--- src/rtl/mem_arb_pkg.sv ---
// Shared types and defaults for the I/D memory port arbiter.
// Holds the FSM state encoding, grant-side encoding and parameter defaults.
package mem_arb_pkg;

  localparam int ADDR_W_DEF     = 32;
  localparam int DATA_W_DEF     = 32;
  localparam int STARVE_MAX_DEF = 4;
  localparam int TIMEOUT_DEF    = 64;

  typedef enum logic [1:0] {
    IDLE  = 2'd0,
    I_ACC = 2'd1,
    D_ACC = 2'd2,
    RESP  = 2'd3
  } state_t;

  typedef enum logic {
    GNT_I = 1'b0,
    GNT_D = 1'b1
  } gnt_t;

endpackage

--- src/rtl/mem_port_arbiter_if.sv ---
// Bus bundle between the I-side, D-side, arbiter and backing memory.
// slave: arbiter view. master: requester/memory environment view.
interface mem_port_arbiter_if
  import mem_arb_pkg::*;
#(
  parameter int ADDR_W = ADDR_W_DEF,
  parameter int DATA_W = DATA_W_DEF
);

  logic              i_req;
  logic [ADDR_W-1:0] i_addr;
  logic              i_ready;
  logic [DATA_W-1:0] i_rdata;

  logic                d_req;
  logic                d_we;
  logic [ADDR_W-1:0]   d_addr;
  logic [DATA_W-1:0]   d_wdata;
  logic [DATA_W/8-1:0] d_be;
  logic                d_ready;
  logic [DATA_W-1:0]   d_rdata;

  logic                m_req;
  logic                m_we;
  logic [ADDR_W-1:0]   m_addr;
  logic [DATA_W-1:0]   m_wdata;
  logic [DATA_W/8-1:0] m_be;
  logic                m_ack;
  logic [DATA_W-1:0]   m_rdata;

  modport slave (
    input  i_req, i_addr,
    output i_ready, i_rdata,
    input  d_req, d_we, d_addr, d_wdata, d_be,
    output d_ready, d_rdata,
    output m_req, m_we, m_addr, m_wdata, m_be,
    input  m_ack, m_rdata
  );

  modport master (
    output i_req, i_addr,
    input  i_ready, i_rdata,
    output d_req, d_we, d_addr, d_wdata, d_be,
    input  d_ready, d_rdata,
    input  m_req, m_we, m_addr, m_wdata, m_be,
    output m_ack, m_rdata
  );

endinterface

--- src/rtl/mem_port_arbiter_starve_ctr.sv ---
// Grant decision plus saturating starvation counter for the I-side.
// Ports: clk, rst (sync, active-low), idle, d_req, i_req -> grant_d, grant_i.
module arb_starve_ctr
  import mem_arb_pkg::*;
#(
  parameter int STARVE_MAX = STARVE_MAX_DEF
) (
  input  logic clk,
  input  logic rst,
  input  logic idle,
  input  logic d_req,
  input  logic i_req,
  output logic grant_d,
  output logic grant_i
);

  localparam logic [3:0] SMAX = 4'(STARVE_MAX);

  logic [3:0] starve_cnt;

  // D wins unless I has waited through SMAX D grants
  assign grant_d = idle & d_req &
                   (~i_req | (starve_cnt < SMAX));
  assign grant_i = idle & i_req & ~grant_d;

  always_ff @(posedge clk) begin
    if (!rst) begin
      starve_cnt <= '0;
    end else if (grant_d) begin
      if (!i_req)
        starve_cnt <= '0;
      else if (starve_cnt != 4'hf)
        starve_cnt <= starve_cnt + 4'd1;
    end else if (grant_i) begin
      starve_cnt <= '0;
    end
  end

endmodule

--- src/rtl/mem_port_arbiter.sv ---
// Shares one single-port memory between I-fetch and D-side load/store.
// Ports: clk, rst (sync, active-low), bus (slave modport), busy, err.
module mem_port_arbiter
  import mem_arb_pkg::*;
#(
  parameter int ADDR_W     = ADDR_W_DEF,
  parameter int DATA_W     = DATA_W_DEF,
  parameter int STARVE_MAX = STARVE_MAX_DEF,
  parameter int TIMEOUT    = TIMEOUT_DEF
) (
  input  logic              clk,
  input  logic              rst,
  mem_port_arbiter_if.slave bus,
  output logic              busy,
  output logic              err
);

  localparam int         BE_W      = DATA_W / 8;
  localparam logic [7:0] WAIT_LAST = 8'(TIMEOUT - 1);

  state_t state;
  state_t state_n;
  gnt_t   side;

  logic grant_d;
  logic grant_i;
  logic timeout;

  logic [7:0] wait_cnt;

  logic              m_req_q;
  logic              m_we_q;
  logic [ADDR_W-1:0] m_addr_q;
  logic [DATA_W-1:0] m_wdata_q;
  logic [BE_W-1:0]   m_be_q;

  logic              i_ready_q;
  logic              d_ready_q;
  logic [DATA_W-1:0] i_rdata_q;
  logic [DATA_W-1:0] d_rdata_q;
  logic              err_q;

  arb_starve_ctr #(
    .STARVE_MAX(STARVE_MAX)
  ) u_starve (
    .clk    (clk),
    .rst    (rst),
    .idle   (state == IDLE),
    .d_req  (bus.d_req),
    .i_req  (bus.i_req),
    .grant_d(grant_d),
    .grant_i(grant_i)
  );

  assign side    = (state == D_ACC) ? GNT_D : GNT_I;
  assign timeout = (wait_cnt == WAIT_LAST);

  always_ff @(posedge clk) begin
    if (!rst) state <= IDLE;
    else      state <= state_n;
  end

  always_comb begin
    state_n = state;
    unique case (state)
      IDLE: begin
        if (grant_d)      state_n = D_ACC;
        else if (grant_i) state_n = I_ACC;
      end
      I_ACC, D_ACC: begin
        if (bus.m_ack || timeout) state_n = RESP;
      end
      RESP:    state_n = IDLE;
      default: state_n = IDLE;
    endcase
  end

  always_ff @(posedge clk) begin
    if (!rst) begin
      wait_cnt  <= '0;
      m_req_q   <= 1'b0;
      m_we_q    <= 1'b0;
      m_addr_q  <= '0;
      m_wdata_q <= '0;
      m_be_q    <= '0;
      i_ready_q <= 1'b0;
      d_ready_q <= 1'b0;
      i_rdata_q <= '0;
      d_rdata_q <= '0;
      err_q     <= 1'b0;
    end else begin
      i_ready_q <= 1'b0;
      d_ready_q <= 1'b0;
      unique case (state)
        IDLE: begin
          wait_cnt <= '0;
          if (grant_d) begin
            m_req_q   <= 1'b1;
            m_we_q    <= bus.d_we;
            m_addr_q  <= bus.d_addr;
            m_wdata_q <= bus.d_wdata;
            m_be_q    <= bus.d_be;
          end else if (grant_i) begin
            m_req_q   <= 1'b1;
            m_we_q    <= 1'b0;
            m_addr_q  <= bus.i_addr;
            m_wdata_q <= '0;
            m_be_q    <= '1;
          end
        end
        I_ACC, D_ACC: begin
          wait_cnt <= wait_cnt + 8'd1;
          // ack beats a coincident timeout
          if (bus.m_ack) begin
            m_req_q <= 1'b0;
            if (side == GNT_I) begin
              i_rdata_q <= bus.m_rdata;
              i_ready_q <= 1'b1;
            end else begin
              if (!m_we_q) d_rdata_q <= bus.m_rdata;
              d_ready_q <= 1'b1;
            end
          end else if (timeout) begin
            m_req_q <= 1'b0;
            err_q   <= 1'b1;
            if (side == GNT_I) begin
              i_rdata_q <= '0;
              i_ready_q <= 1'b1;
            end else begin
              d_rdata_q <= '0;
              d_ready_q <= 1'b1;
            end
          end
        end
        RESP: begin
          m_req_q <= 1'b0;
        end
        default: begin
          m_req_q <= 1'b0;
        end
      endcase
    end
  end

  assign bus.m_req   = m_req_q;
  assign bus.m_we    = m_we_q;
  assign bus.m_addr  = m_addr_q;
  assign bus.m_wdata = m_wdata_q;
  assign bus.m_be    = m_be_q;
  assign bus.i_ready = i_ready_q;
  assign bus.i_rdata = i_rdata_q;
  assign bus.d_ready = d_ready_q;
  assign bus.d_rdata = d_rdata_q;

  assign busy = (state != IDLE);
  assign err  = err_q;

endmodule

--- src/flat_wrapper.sv ---
// flat-port wrapper written by rule: the top's interface ports become plain ports
module mem_port_arbiter_flat import mem_arb_pkg::*;
#(
  parameter int ADDR_W     = ADDR_W_DEF,
  parameter int DATA_W     = DATA_W_DEF,
  parameter int STARVE_MAX = STARVE_MAX_DEF,
  parameter int TIMEOUT    = TIMEOUT_DEF
)
  (clk, rst, busy, err, bus_i_req, bus_i_addr, bus_i_ready, bus_i_rdata, bus_d_req, bus_d_we, bus_d_addr, bus_d_wdata, bus_d_be, bus_d_ready, bus_d_rdata, bus_m_req, bus_m_we, bus_m_addr, bus_m_wdata, bus_m_be, bus_m_ack, bus_m_rdata);
  mem_port_arbiter_if #(.ADDR_W(ADDR_W), .DATA_W(DATA_W)) bus_i ();
  input  logic clk;
  input  logic rst;
  output logic busy;
  output logic err;
  input wire logic [$bits(bus_i.i_req)-1:0] bus_i_req;
  input wire logic [$bits(bus_i.i_addr)-1:0] bus_i_addr;
  output wire logic [$bits(bus_i.i_ready)-1:0] bus_i_ready;
  output wire logic [$bits(bus_i.i_rdata)-1:0] bus_i_rdata;
  input wire logic [$bits(bus_i.d_req)-1:0] bus_d_req;
  input wire logic [$bits(bus_i.d_we)-1:0] bus_d_we;
  input wire logic [$bits(bus_i.d_addr)-1:0] bus_d_addr;
  input wire logic [$bits(bus_i.d_wdata)-1:0] bus_d_wdata;
  input wire logic [$bits(bus_i.d_be)-1:0] bus_d_be;
  output wire logic [$bits(bus_i.d_ready)-1:0] bus_d_ready;
  output wire logic [$bits(bus_i.d_rdata)-1:0] bus_d_rdata;
  output wire logic [$bits(bus_i.m_req)-1:0] bus_m_req;
  output wire logic [$bits(bus_i.m_we)-1:0] bus_m_we;
  output wire logic [$bits(bus_i.m_addr)-1:0] bus_m_addr;
  output wire logic [$bits(bus_i.m_wdata)-1:0] bus_m_wdata;
  output wire logic [$bits(bus_i.m_be)-1:0] bus_m_be;
  input wire logic [$bits(bus_i.m_ack)-1:0] bus_m_ack;
  input wire logic [$bits(bus_i.m_rdata)-1:0] bus_m_rdata;
  assign bus_i.i_req = bus_i_req;
  assign bus_i.i_addr = bus_i_addr;
  assign bus_i_ready = bus_i.i_ready;
  assign bus_i_rdata = bus_i.i_rdata;
  assign bus_i.d_req = bus_d_req;
  assign bus_i.d_we = bus_d_we;
  assign bus_i.d_addr = bus_d_addr;
  assign bus_i.d_wdata = bus_d_wdata;
  assign bus_i.d_be = bus_d_be;
  assign bus_d_ready = bus_i.d_ready;
  assign bus_d_rdata = bus_i.d_rdata;
  assign bus_m_req = bus_i.m_req;
  assign bus_m_we = bus_i.m_we;
  assign bus_m_addr = bus_i.m_addr;
  assign bus_m_wdata = bus_i.m_wdata;
  assign bus_m_be = bus_i.m_be;
  assign bus_i.m_ack = bus_m_ack;
  assign bus_i.m_rdata = bus_m_rdata;
  mem_port_arbiter #(.ADDR_W(ADDR_W), .DATA_W(DATA_W), .STARVE_MAX(STARVE_MAX), .TIMEOUT(TIMEOUT)) u_core (.clk(clk), .rst(rst), .bus(bus_i), .busy(busy), .err(err));
endmodule
--- config.mk ---
export PLATFORM = sky130hd
export DESIGN_NAME = mem_port_arbiter_flat
export DESIGN_NICKNAME = d
export VERILOG_FILES = /design/src/rtl/mem_arb_pkg.sv /design/src/rtl/mem_port_arbiter_if.sv /design/src/rtl/mem_port_arbiter_starve_ctr.sv /design/src/rtl/mem_port_arbiter.sv /design/src/flat_wrapper.sv
export SDC_FILE = /design/constraint.sdc
export NUM_CORES = 1
export LEC_CHECK = 0
export ABC_AREA = 1
export ABC_CLOCK_PERIOD_IN_PS = 3800
export CAP_MARGIN = 20
export CORE_UTILIZATION = 30
export CTS_CLUSTER_SIZE = 25
export DETAILED_ROUTE_END_ITERATION = 12
export PLACE_DENSITY_LB_ADDON = 0.05
export SLEW_MARGIN = 20
export SYNTH_ARGS = -nofsm -noshare
export SYNTH_HDL_FRONTEND = slang
export SYNTH_SLANG_ARGS = --single-unit
--- constraint.sdc ---
create_clock -name clk -period 3.8 [get_ports clk]
set_input_delay 0.76 -clock clk [delete_from_list [all_inputs] [get_ports clk]]
set_output_delay 0.76 -clock clk [all_outputs]
set_load 0.1 [all_outputs]
==> results.txt <==
The residual DRC count is 0. The number of global-route vias before repair was 6118; the height of the die was 152 um. Final count of hold timing violations: 0.

The run finished with clean final reports. The first-pass iteration count of the detailed router was 4; the routed via count was 6658. The horizontal extent of the die was 152 um. At the end of routability-driven placement, the weighted congestion stood at 0.741. On the final layout, the worst clock skew is 0.0111 ns. The tools report the starting DRC count in detailed routing as 266. Initial cell density of the core: 0.307.

For this run, the slowest stage of the critical path takes 1.21 ns. The most critical setup path has its endpoint at bus_m_we. TritonCTS built the clock tree. For the remaining max-slew budget at the tightest pin, the log shows 0.302. The category of the worst setup path capture point was an output pin. The first global-routing pass estimated 31.7 mm of wire.

In the final design database the tool counted 1364 nets. Max capacitance violation total: 0. At the later pin of the worst-skew pair, clock insertion delay measures 0.42 ns. Yosys printed 0 warnings. Leaving out fill and tap cells, the most frequent cell in the layout is clkdlybuf4s50_1. The share of the synthesized area in the top cell type is 0.450. The worst register-to-register path begins at u_core.state[1]. The initial antenna violation count was 0; the upper clock frequency limit was 0.353 GHz.

After clock tree synthesis, the clock-pin slew on the worst setup and hold paths is 0.06 ns. Data on the critical path arrives at its endpoint at 2.07 ns. STA classifies the critical path startpoint as a flop. The overall track demand over capacity in global routing came out at 0.177. The layout has 2269 filler cells. Setup violations remaining at the end of the flow were counted as 0. Walking the worst path, the cells encountered are clkdlybuf4s50_1. Buffers added to address setup during post-CTS repair amount to 0.

Synthesis produced 976 cells. The number of storage elements in the synthesis netlist was 151; the peak fanout along the critical path was 3. The per-cell via count in the routed design was 4.40. The biggest area contributor in the post-synthesis netlist is dfxtp_1. In this run, post-CTS hold repair placed 0 buffers.

The kind of cell with the highest combined delay along the critical path is buffers and inverters. For this design the static power due to leakage is 4.62 nW. The count of buffering cells on the critical path with inverters included came out at 1. In the layout the commonest cells are clkdlybuf4s50_1, nand2_1, dfxtp_1.

The distinct cell type count after synthesis came out at 22. Dividing the detail-routed wire length by the instance count gives 13.5 um. Type of the worst setup path: flop to output pin. The setup TNS is 0 ns, and the logic depth of the worst setup path including buffers is 1. Mean instance size in the synthesized netlist: 6.88 sq um. The run gives 0 as the total global routing overflow.

Tracing the worst setup path back leads to its startpoint at u_core.bus.m_we. The floorplan has 54 rows. The slowest stage of the critical path belongs to the cell clkdlybuf4s50_1. 0 antenna diodes ended up in the layout. Setup repair after global routing left no endpoint under its margin. The wire length reported by the detailed router was 20.4 mm; the minimum setup slack among reg-to-reg paths was 1.51 ns. Input and output buffers added on the ports amount to 275. For the pin with the worst max-slew slack, the measured transition is 1.04 ns.

The worst register-to-register path has a depth of 9. In this run the power density over the cells is 943 mW/mm^2. The detailed placement HPWL is 13.9 mm. The worst register-to-register path ends at u_core.bus.i_rdata[21].

Relative to the synthesized area, the layout overhead comes to 51.8%. In the post-synthesis netlist, the biggest area contributors are dfxtp_1, nand2_1, nand3_1, nor2_1, inv_1. Pin placement for this block handled 276 I/O pins. The final period utilization works out to 0.746.

Count of nets left with antenna violations after detail routing: 0. The fraction of layout instances using a drive strength above 1 came out at 0.0722. The path class of the tightest hold or removal check is flop to flop. The clock period minus worst slack is 2.83 ns. Clock root buffer: clkbuf_16. The area of the core is 0.0219 sq mm, and the deepest clock path buffer count is 2. The tools report the TritonCTS buffer count as 17. The run gives 0 as the final count of pins violating max slew. Entering global routing, the biggest net connects 71 pins.

The final design utilization came out at 0.466. The sequential cell area fraction in the yosys report is 0.450. The number of gates resized after CTS was 0; the number of nets in the synthesized netlist was 1121. The full die area is 0.0230 sq mm, and the combined area of all synthesized cells is 0.00671 sq mm. The peak supply drop is 500 uV. For the deepest level of the CTS H-tree, the log shows 4.

Data on the critical path is required at its endpoint by 3.04 ns. The clock net in this run drives a total of 151 sinks.
[how the worst min path moves through the flow]
stage	from	to	slack, ns	cells after the start
3_5_place_dp	u_core.u_starve.starve_cnt[3]	u_core.u_starve.starve_cnt[3]	0.43	2
3_3_place_gp	u_core.u_starve.starve_cnt[3]	u_core.u_starve.starve_cnt[3]	0.43	2
6_report	u_core.u_starve.starve_cnt[3]	u_core.u_starve.starve_cnt[3]	0.44	2
5_1_grt	u_core.u_starve.starve_cnt[3]	u_core.u_starve.starve_cnt[3]	0.48	2
2_1_floorplan	u_core.u_starve.starve_cnt[3]	u_core.u_starve.starve_cnt[3]	0.42	2
4_1_cts	u_core.u_starve.starve_cnt[3]	u_core.u_starve.starve_cnt[3]	0.44	2
[cell usage after synthesis (all sizes together)]
master	n
dfxtp	151
nand2	260
o21ai	12
nor3	2
inv	108
or2	32
o21bai	1
clkbuf	21
nand3	140
a21oi	77
nor2	121
buf	42
nor3b	1
a21boi	1
ha	7
[through the flow]
step           instance area [sq um]  hold WS [ns]  std cells  power (mW)  setup WS (ns)
4_1_cts                        10200         0.437       1512        9.71          0.935
3_5_place_dp                    9580         0.428       1480        7.88           1.19
3_3_place_gp                    9580         0.427       1480        7.89           1.24
2_1_floorplan                   6710         0.415        976        6.61           1.78
5_1_grt                        10200         0.479       1512        10.1          0.886
6_report                       10200         0.438       1512        9.61          0.967
[state kept, by name, indices dropped and copies added, names as in the netlist]
signal and count:
u_core.err 1, u_core.bus.d_ready 1, u_core.bus.m_we 1, u_core.bus.m_wdata 32, u_core.wait_cnt 8, u_core.bus.d_rdata 32, u_core.u_starve.starve_cnt 4, u_core.bus.m_req 1
u_core.bus.m_be 4, u_core.state 2, u_core.bus.i_rdata 32, u_core.bus.i_ready 1, u_core.bus.m_addr 32
[tightest hold or removal path, cell delays in order (launching register included)]
cell and delay [ns]:
dfxtp_1 0.31, nand2_1 0.05, nor2_1 0.03
[cell families after synthesis]
| kind of cell | count (synthesis) | synth area share |
|---|---|---|
| compound gates | 91 | 0.0691 |
| fa+ha+maj | 7 | 0.0130 |
| buf+inv | 171 | 0.113 |
| flops | 151 | 0.450 |
| simple gates | 556 | 0.354 |
[power by group]
group	switching (mW)	internal [mW]
sequential	0.213	2.01
clock	0.718	1.06
combinational	4.25	1.36
total	5.18	4.44
[final cells by class]
| cell class | count | area (sq um) | share of cell area |
|---|---|---|---|
| Inverter | 108 | 405 | 0.0398 |
| Clock inverter | 12 | 166 | 0.0163 |
| Multi-Input combinational cell | 654 | 2940 | 0.288 |
| Clock buffer | 20 | 447 | 0.0438 |
| Timing Repair Buffer | 287 | 2860 | 0.281 |
| Sequential cell | 151 | 3020 | 0.297 |
| Tap cell | 280 | 350 | 0.0344 |
[per-layer routing]
layer  vias to the layer above  wire length [um]  track usage
met3                        15              2010       0.0743
li1                       3515                 -            -
met2                       208              9100        0.278
met4                         0               263       0.0480
met1                      2920              9030        0.222
met5                         -                 0            0
No activity file was read; power rests on OpenSTA's default activity.
